<file path="config.mk">
export PLATFORM = sky130hd
export DESIGN_NAME = serial_subtractor_ctrl
export DESIGN_NICKNAME = d
export VERILOG_FILES = /design/src/rtl/serial_subtractor_ctrl.sv
export SDC_FILE = /design/constraint.sdc
export NUM_CORES = 1
export LEC_CHECK = 0
export BUFFER_PORTS_ARGS = -buffer_cell sky130_fd_sc_hd__buf_4
export CAP_MARGIN = 20
export CORE_AREA = 2 2 49 51
export DETAILED_ROUTE_END_ITERATION = 16
export DIE_AREA = 0 0 51 53
export PLACE_DENSITY = 0.7
export SYNTH_ARGS = -nofsm -noshare
export SYNTH_HDL_FRONTEND = slang
export SYNTH_SLANG_ARGS = --single-unit
export TNS_END_PERCENT = 1
</file>
<file path="constraint.sdc">
create_clock -name clk -period 1.1 [get_ports clk]
set_input_delay 0.165 -clock clk [delete_from_list [all_inputs] [get_ports clk]]
set_output_delay 0.165 -clock clk [all_outputs]
set_load 0.02 [all_outputs]
</file>
<file path="src/rtl/serial_subtractor_ctrl.sv">
// serial_subtractor_ctrl
// Bit-serial subtractor with its own control FSM: out_diff = data_a - data_b
// (mod 2^WIDTH). Operands load in parallel on start, are processed LSB-first
// through a one-bit full subtractor with a registered borrow, and the
// difference is published in parallel together with a one-cycle done pulse.
// Optional feature macro: SERIAL_SUB_BORROW_OUT_EN exports the final borrow
// on borrow_out.
module serial_subtractor_ctrl #(
   parameter int WIDTH = 4
) (
   input  logic             clk,
   input  logic             reset,
   input  logic             start,
   input  logic [WIDTH-1:0] data_a,
   input  logic [WIDTH-1:0] data_b,
   output logic             busy,
   output logic             done,
   output logic [WIDTH-1:0] out_diff
`ifdef SERIAL_SUB_BORROW_OUT_EN
   ,
   output logic             borrow_out
`endif
);

   localparam int CW = (WIDTH > 2) ? $clog2(WIDTH) : 1;

   typedef enum logic [1:0] {
      ST_IDLE  = 2'd0,
      ST_SHIFT = 2'd1,
      ST_DONE  = 2'd2
   } state_t;

   state_t           state_q, state_d;
   logic [WIDTH-1:0] a_q, a_d;
   logic [WIDTH-1:0] b_q, b_d;
   logic [WIDTH-1:0] diff_q, diff_d;
   logic             borrow_q, borrow_d;
   logic [CW-1:0]    cnt_q, cnt_d;
   logic             busy_q, busy_d;
   logic             done_q, done_d;
   logic [WIDTH-1:0] out_diff_q, out_diff_d;
`ifdef SERIAL_SUB_BORROW_OUT_EN
   logic             borrow_out_q, borrow_out_d;
`endif

   logic a0, b0, dbit, br_next;

   // Next-state, datapath and registered-output computation
   always_comb begin
      state_d    = state_q;
      a_d        = a_q;
      b_d        = b_q;
      diff_d     = diff_q;
      borrow_d   = borrow_q;
      cnt_d      = cnt_q;
      out_diff_d = out_diff_q;
`ifdef SERIAL_SUB_BORROW_OUT_EN
      borrow_out_d = borrow_out_q;
`endif
      // busy is registered, so it trails the SHIFT state by one edge
      busy_d  = (state_q == ST_SHIFT);
      done_d  = 1'b0;

      a0      = a_q[0];
      b0      = b_q[0];
      dbit    = a0 ^ b0 ^ borrow_q;
      br_next = (~a0 & b0) | (~(a0 ^ b0) & borrow_q);

      case (state_q)
         ST_IDLE: begin
            if (start) begin
               a_d      = data_a;
               b_d      = data_b;
               borrow_d = 1'b0;
               cnt_d    = '0;
               state_d  = ST_SHIFT;
            end
         end
         ST_SHIFT: begin
            a_d      = {1'b0, a_q[WIDTH-1:1]};
            b_d      = {1'b0, b_q[WIDTH-1:1]};
            diff_d   = {dbit, diff_q[WIDTH-1:1]};
            borrow_d = br_next;
            cnt_d    = cnt_q + CW'(1);
            if (cnt_q == CW'(WIDTH - 1)) begin
               state_d = ST_DONE;
            end
         end
         ST_DONE: begin
            out_diff_d = diff_q;
`ifdef SERIAL_SUB_BORROW_OUT_EN
            borrow_out_d = borrow_q;
`endif
            done_d  = 1'b1;
            state_d = ST_IDLE;
         end
         default: begin
            state_d = ST_IDLE;
         end
      endcase
   end

   // State and output registers with synchronous active-high reset
   always_ff @(posedge clk) begin
      if (reset) begin
         state_q    <= ST_IDLE;
         a_q        <= '0;
         b_q        <= '0;
         diff_q     <= '0;
         borrow_q   <= 1'b0;
         cnt_q      <= '0;
         busy_q     <= 1'b0;
         done_q     <= 1'b0;
         out_diff_q <= '0;
`ifdef SERIAL_SUB_BORROW_OUT_EN
         borrow_out_q <= 1'b0;
`endif
      end else begin
         state_q    <= state_d;
         a_q        <= a_d;
         b_q        <= b_d;
         diff_q     <= diff_d;
         borrow_q   <= borrow_d;
         cnt_q      <= cnt_d;
         busy_q     <= busy_d;
         done_q     <= done_d;
         out_diff_q <= out_diff_d;
`ifdef SERIAL_SUB_BORROW_OUT_EN
         borrow_out_q <= borrow_out_d;
`endif
      end
   end

   assign busy     = busy_q;
   assign done     = done_q;
   assign out_diff = out_diff_q;
`ifdef SERIAL_SUB_BORROW_OUT_EN
   assign borrow_out = borrow_out_q;
`endif

endmodule

</file>
======== After elaboration in Yosys (flattened, before gate mapping) ========
Index checks and enable logic that the tools add are counted.
Widths: inputs -> output; s select.
cells by class
  $add $sub $neg .......................... 1
  eq/ne operators ......................... 5
  muxes and demuxes ....................... 12
  bitwise logic cells ..................... 7
  reduce and logical (&&, ||, !) cells .... 4
operator list
  cell                 number
  $pmux 4 s2           2
  $mux 4               2
  $pmux 2 s2           2
  $mux 2               3
  $eq 2x2->1 const B   2
  $reduce_and 2->1     2
  $add 2x1->2 const B  1
  $and 1x1->1          2
  $eq 2x1->1 const B   1
  $logic_not 2->1      1
  $mux 1               2
  $ne 2x1->1 const B   1
  $ne 2x2->1 const B   1
  $not 1->1            2
  $pmux 1 s2           1
  $reduce_bool 2->1    1
  $xor 1x1->1          2
  $or 1x1->1           1
word-level totals
  register bits after elaboration ......... 23
  input bits .............................. 11
  output and inout bits ................... 6
  word-level logic and storage cells ...... 38

======== Depth between registers and ports, before layout ========
  depth in word-level cells ............... 5
  depth in mapped cells ................... 4
  gate-level depth less buffers ........... 4

======== Worst setup path before layout ========
Ideal clock, no wire load.
  path kind ............................... reg-to-reg
  start point ............................. reg a_q[0]
  end point ............................... reg borrow_q
  setup time .............................. 0.128 ns
  arrival time ............................ 0.981 ns
  data required time ...................... 0.972 ns
  setup slack ............................. -0.009 ns
  cell stages (with the launch flop) ...... 5
  buffers on the path ..................... 0
  period minus slack after synthesis ...... 1.109 ns
  cell sequence ........................... dfxtp_1 -> inv_1 -> fa_1 -> a22oi_1 -> nor2_1
on the way
  word-level cells in the longest chain between the ends .. 5
  elaborated cells between the ends (all ways) .. 7
  those cells by class .................... mux (1); bitwise (6)
ends and longest elaborated chain
  element                   RTL line  RTL
  start: declaration        34        logic [WIDTH-1:0] a_q, a_d;
  start signal: assignment  107       a_q <= '0;
  start signal: assignment  120       a_q <= a_d;
  $xor 1x1->1               67        br_next = (~a0 & b0) | (~(a0 ^ b0) & borrow_q);
  $not 1->1                 67
  $and 1x1->1               67
  $or 1x1->1 (*)            67
  $pmux 1 s2 (*)            69        case (state_q)
  end signal: assignment    123       borrow_q <= borrow_d;
  end: declaration          37        logic borrow_q, borrow_d;
Every way passes the cells marked *; elsewhere a longest branch is shown, timed or not.
A chain may end at the register's enable or synchronous reset.

======== Worst setup path after layout ========
  start point ............................. reg borrow_q
  end point ............................... reg diff_q[3]
on the way
  word-level cells in the longest chain between the ends .. 1
ends and longest elaborated chain
  element                 RTL line  RTL
  $xor 1x1->1             66        dbit = a0 ^ b0 ^ borrow_q;
  end signal: assignment  122       diff_q <= diff_d;
  end: declaration        36        logic [WIDTH-1:0] diff_q, diff_d;
No other way between the ends.

==> qor.yml <==
run_status:
  outcome: "complete, no violations"
cts:
  cts_root_buffer: "sky130_fd_sc_hd__clkbuf_4"
  post-cts-setup-buffer-count: 0
  clk_latency_ps: 310
  cts_inserted_buffers: 3
  tritoncts: "built"
  cts.reportedPaths.clkPinSlew_ps: 120
  clock_path_buffers: 2
  cts_max_level: 1
  clock-sinks: 23
critical_path:
  cp-startpoint: "borrow_q"
  reg2reg_depth: 2
  critical_path_required_ps: 1300
  arrival_time_worst_endpoint_ps: 1280
  reg2reg_setup_slack_ps: 20
  setup.worst_path.start_class: "register"
  critical_path_class: "register to register"
  critical_r2r_capture: "diff_q[3]"
  critical_path_peak_fanout: 2
  regToRegStartpoint: "borrow_q"
  timing.critical_path.to_type: "register"
logic_synthesis:
  syn_nets: 104
  yosysSeqAreaShare: 0.482
  postSynthCellCount: 91
  synth_largest_area_cell: "sky130_fd_sc_hd__dfxtp_1"
  most_numerous_cell_in_the_yosys_netlist: "sky130_fd_sc_hd__dfxtp_1"
  synth-warning-count: 0
  synth_cell_type_count: 23
  ys_seq_elements: 23
  syn-cell-area_um2: 956
  post_synth.cell_area_avg_um2: 10.5
  top_ff_cell_synth: "sky130_fd_sc_hd__dfxtp_1"
  synth.cells.most_frequent: "sky130_fd_sc_hd__dfxtp_1 (23), sky130_fd_sc_hd__nor2_1 (15), sky130_fd_sc_hd__mux2i_1 (11)"
  synth_top_area_share: 0.482
  synth_edf_count: 0
  async_set_or_reset_register_ratio_after_synthesis: 0
  ys_top_cells_by_area: "sky130_fd_sc_hd__dfxtp_1 (48%), sky130_fd_sc_hd__mux2i_1 (12%), sky130_fd_sc_hd__a211oi_2 (9.2%), sky130_fd_sc_hd__nor2_1 (5.9%), sky130_fd_sc_hd__a22oi_1 (3.1%)"
timing:
  rsz0062_at_grt: "yes"
  max_slew.worst_pin.slew_ps: 284
  clock_skew_ps: 5.64
  layout_worst_path_cycle_share: 0.981
  timing.final.crit_period_ps: 1080
  worst_slew_margin_rel: 0.811
  timing_max_transition_violations_final: 0
  timing.final.hold_violations: 0
  max_clock_freq_mhz: 926
  finalSetupViolCount: 0
power:
  worst_ir_drop_vdd_uv: 627
  p_leak_nw: 0.484
  power_density_nw_per_um2: 1310
  power.total_mw: 1.50
die:
  cell_rows: 17
  core-area_um2: 2150
  initial_core_util: 0.445
  die_h_um: 53
  die_area_um2: 2700
  io_pins: 17
  chipWidth_um: 51
grt:
  overflow: 0
  grt_first_pass_wirelength_um: 2680
  grt_start_max_net_pins: 24
  grt_pass1_vias: 643
  grt_antenna_before_repair: 0
  total_track_usage: 0.135
route:
  first_iter_violations: 7
  num_vias: 685
  route.detailed.wl_per_inst_um: 11.9
  drt.antenna.violating_nets: 0
  drc_errors: 0
  routed_wirelength_um: 1630
  vias_per_cell: 5.00
  dr.pass1.iters: 4
layout:
  antenna_cells: 0
  drive_gt1_frac: 0.413
  final_cells: 137
  areaGrowthSynthToFinish_pct: 20.2
  final_nets: 123
hold_path:
  min-delay-path-class: "input port to register"
  worstHoldStart: "data_b[3]"
  min_delay_path_depth: 3
  timing.hold.worst_endpoint: "b_q[3]"
run:
  cap_violations: 0
placement:
  port_buffers: 16
  routabilityCongestion: 0.712
  place.detailed.instances: 132
  detailedPlacementHpwl_um: 1130
stage by stage:
stage / hold slack, ps / instance area (um^2) / util / setup TNS [ps] / setup WS (ps)
2_1_floorplan: 230 / 957 / - / 0 / 1.38
3_3_place_gp: 407 / 1090 / 0.506 / -92.7 / -18.5
3_5_place_dp: 410 / 1090 / 0.506 / -575 / -85.9
4_1_cts: 86.1 / 1130 / 0.524 / 0 / 16.0
5_1_grt: 95.6 / 1150 / 0.535 / -25.6 / -9.80
6_report: 85.4 / 1150 / 0.535 / 0 / 20.5
cells by family (layout without fill, tap and decap cells):
group	Yosys count	count (layout)	synth area share
AO/OA/AOI/OAI	17	18	0.171
adder cells (fa/ha/maj)	2	2	0.0340
buffers and inverters	8	25	0.0576
flip-flops	23	23	0.482
multiplexers	11	11	0.115
AND/OR/NAND/NOR	30	30	0.140
per-layer routing:
layer | up-vias | global-route usage | share of wire
li1 | 347 | - | -
met1 | 322 | 0.164 | 0.47
met2 | 11 | 0.221 | 0.48
met3 | 5 | 0.0254 | 0.033
met4 | 0 | 0.0811 | 0.021
met5 | - | 0 | 0
critical path, cell delays in order, from the launching register on:
cell and delay, ps:
sky130_fd_sc_hd__dfxtp_2 350, sky130_fd_sc_hd__fa_2 560, sky130_fd_sc_hd__a211oi_2 60
flip-flops by register name, indices dropped and copies added (netlist names):
register	count
a_q	4
b_q	4
borrow_q	1
busy	1
cnt_q	2
diff_q	4
done	1
out_diff	4
state_q	2
cells in the final DEF (no fill, tap or decap):
cell,synthesis,layout
sky130_fd_sc_hd__nand2_1,6,6
sky130_fd_sc_hd__nor2_1,15,15
sky130_fd_sc_hd__a22oi_1,4,4
sky130_fd_sc_hd__buf_4,1,19
sky130_fd_sc_hd__nor2_2,3,3
sky130_fd_sc_hd__a21oi_1,3,3
sky130_fd_sc_hd__o21bai_2,0,1
sky130_fd_sc_hd__fa_2,0,1
sky130_fd_sc_hd__nand2b_2,0,1
sky130_fd_sc_hd__nand2b_1,2,1
sky130_fd_sc_hd__inv_2,0,1
sky130_fd_sc_hd__inv_1,2,1
sky130_fd_sc_hd__nor3b_1,1,1
sky130_fd_sc_hd__nor3_1,2,2
sky130_fd_sc_hd__mux2i_2,0,1
sky130_fd_sc_hd__mux2i_1,11,10
sky130_fd_sc_hd__clkbuf_4,0,3
sky130_fd_sc_hd__dfxtp_4,0,1
sky130_fd_sc_hd__o21ba_2,0,1
sky130_fd_sc_hd__a211oi_2,7,8
sky130_fd_sc_hd__o21ba_4,1,1
sky130_fd_sc_hd__ha_1,1,1
sky130_fd_sc_hd__dfxtp_1,23,18
sky130_fd_sc_hd__nor2b_1,1,1
sky130_fd_sc_hd__dfxtp_2,0,4
sky130_fd_sc_hd__clkbuf_1,1,1
worst max-delay path by stage:
| stage | slack (ps) | end | depth (start not counted) |
|---|---|---|---|
| finish | 20 | diff_q[3] | 2 |
| detailed placement | -90 | out_diff[3] | 3 |
| global placement | -20 | borrow_q | 4 |
| CTS | 20 | diff_q[3] | 2 |
| floorplan | 1 | borrow_q | 4 |
| global route | -10 | a_q[0] | 3 |
final cells by class:
cell class	instances	area [um^2]
repair buffers	19	143
inverters	2	7.51
clock buffers	4	26.3
flip-flops and latches	23	469
multi-input cells	61	468
fillers	200	1000
well taps	28	35.0
report_power, final:
group | internal, mW | switching (mW) | leakage, nW
Clock | 0.141 | 0.241 | 0.0150
Sequential | 0.874 | 0.0316 | 0.190
Combinational | 0.108 | 0.104 | 0.279
Total | 1.12 | 0.377 | 0.484
repair_timing:
action | in CTS | in global routing
gates resized for setup | 5 | 5
pin swaps | 2 | 0
hold buffers | 0 | 0
setup endpoints to repair | 13 | 11
cloned | 0 | 1
No activity file was read; power rests on OpenSTA's default activity.
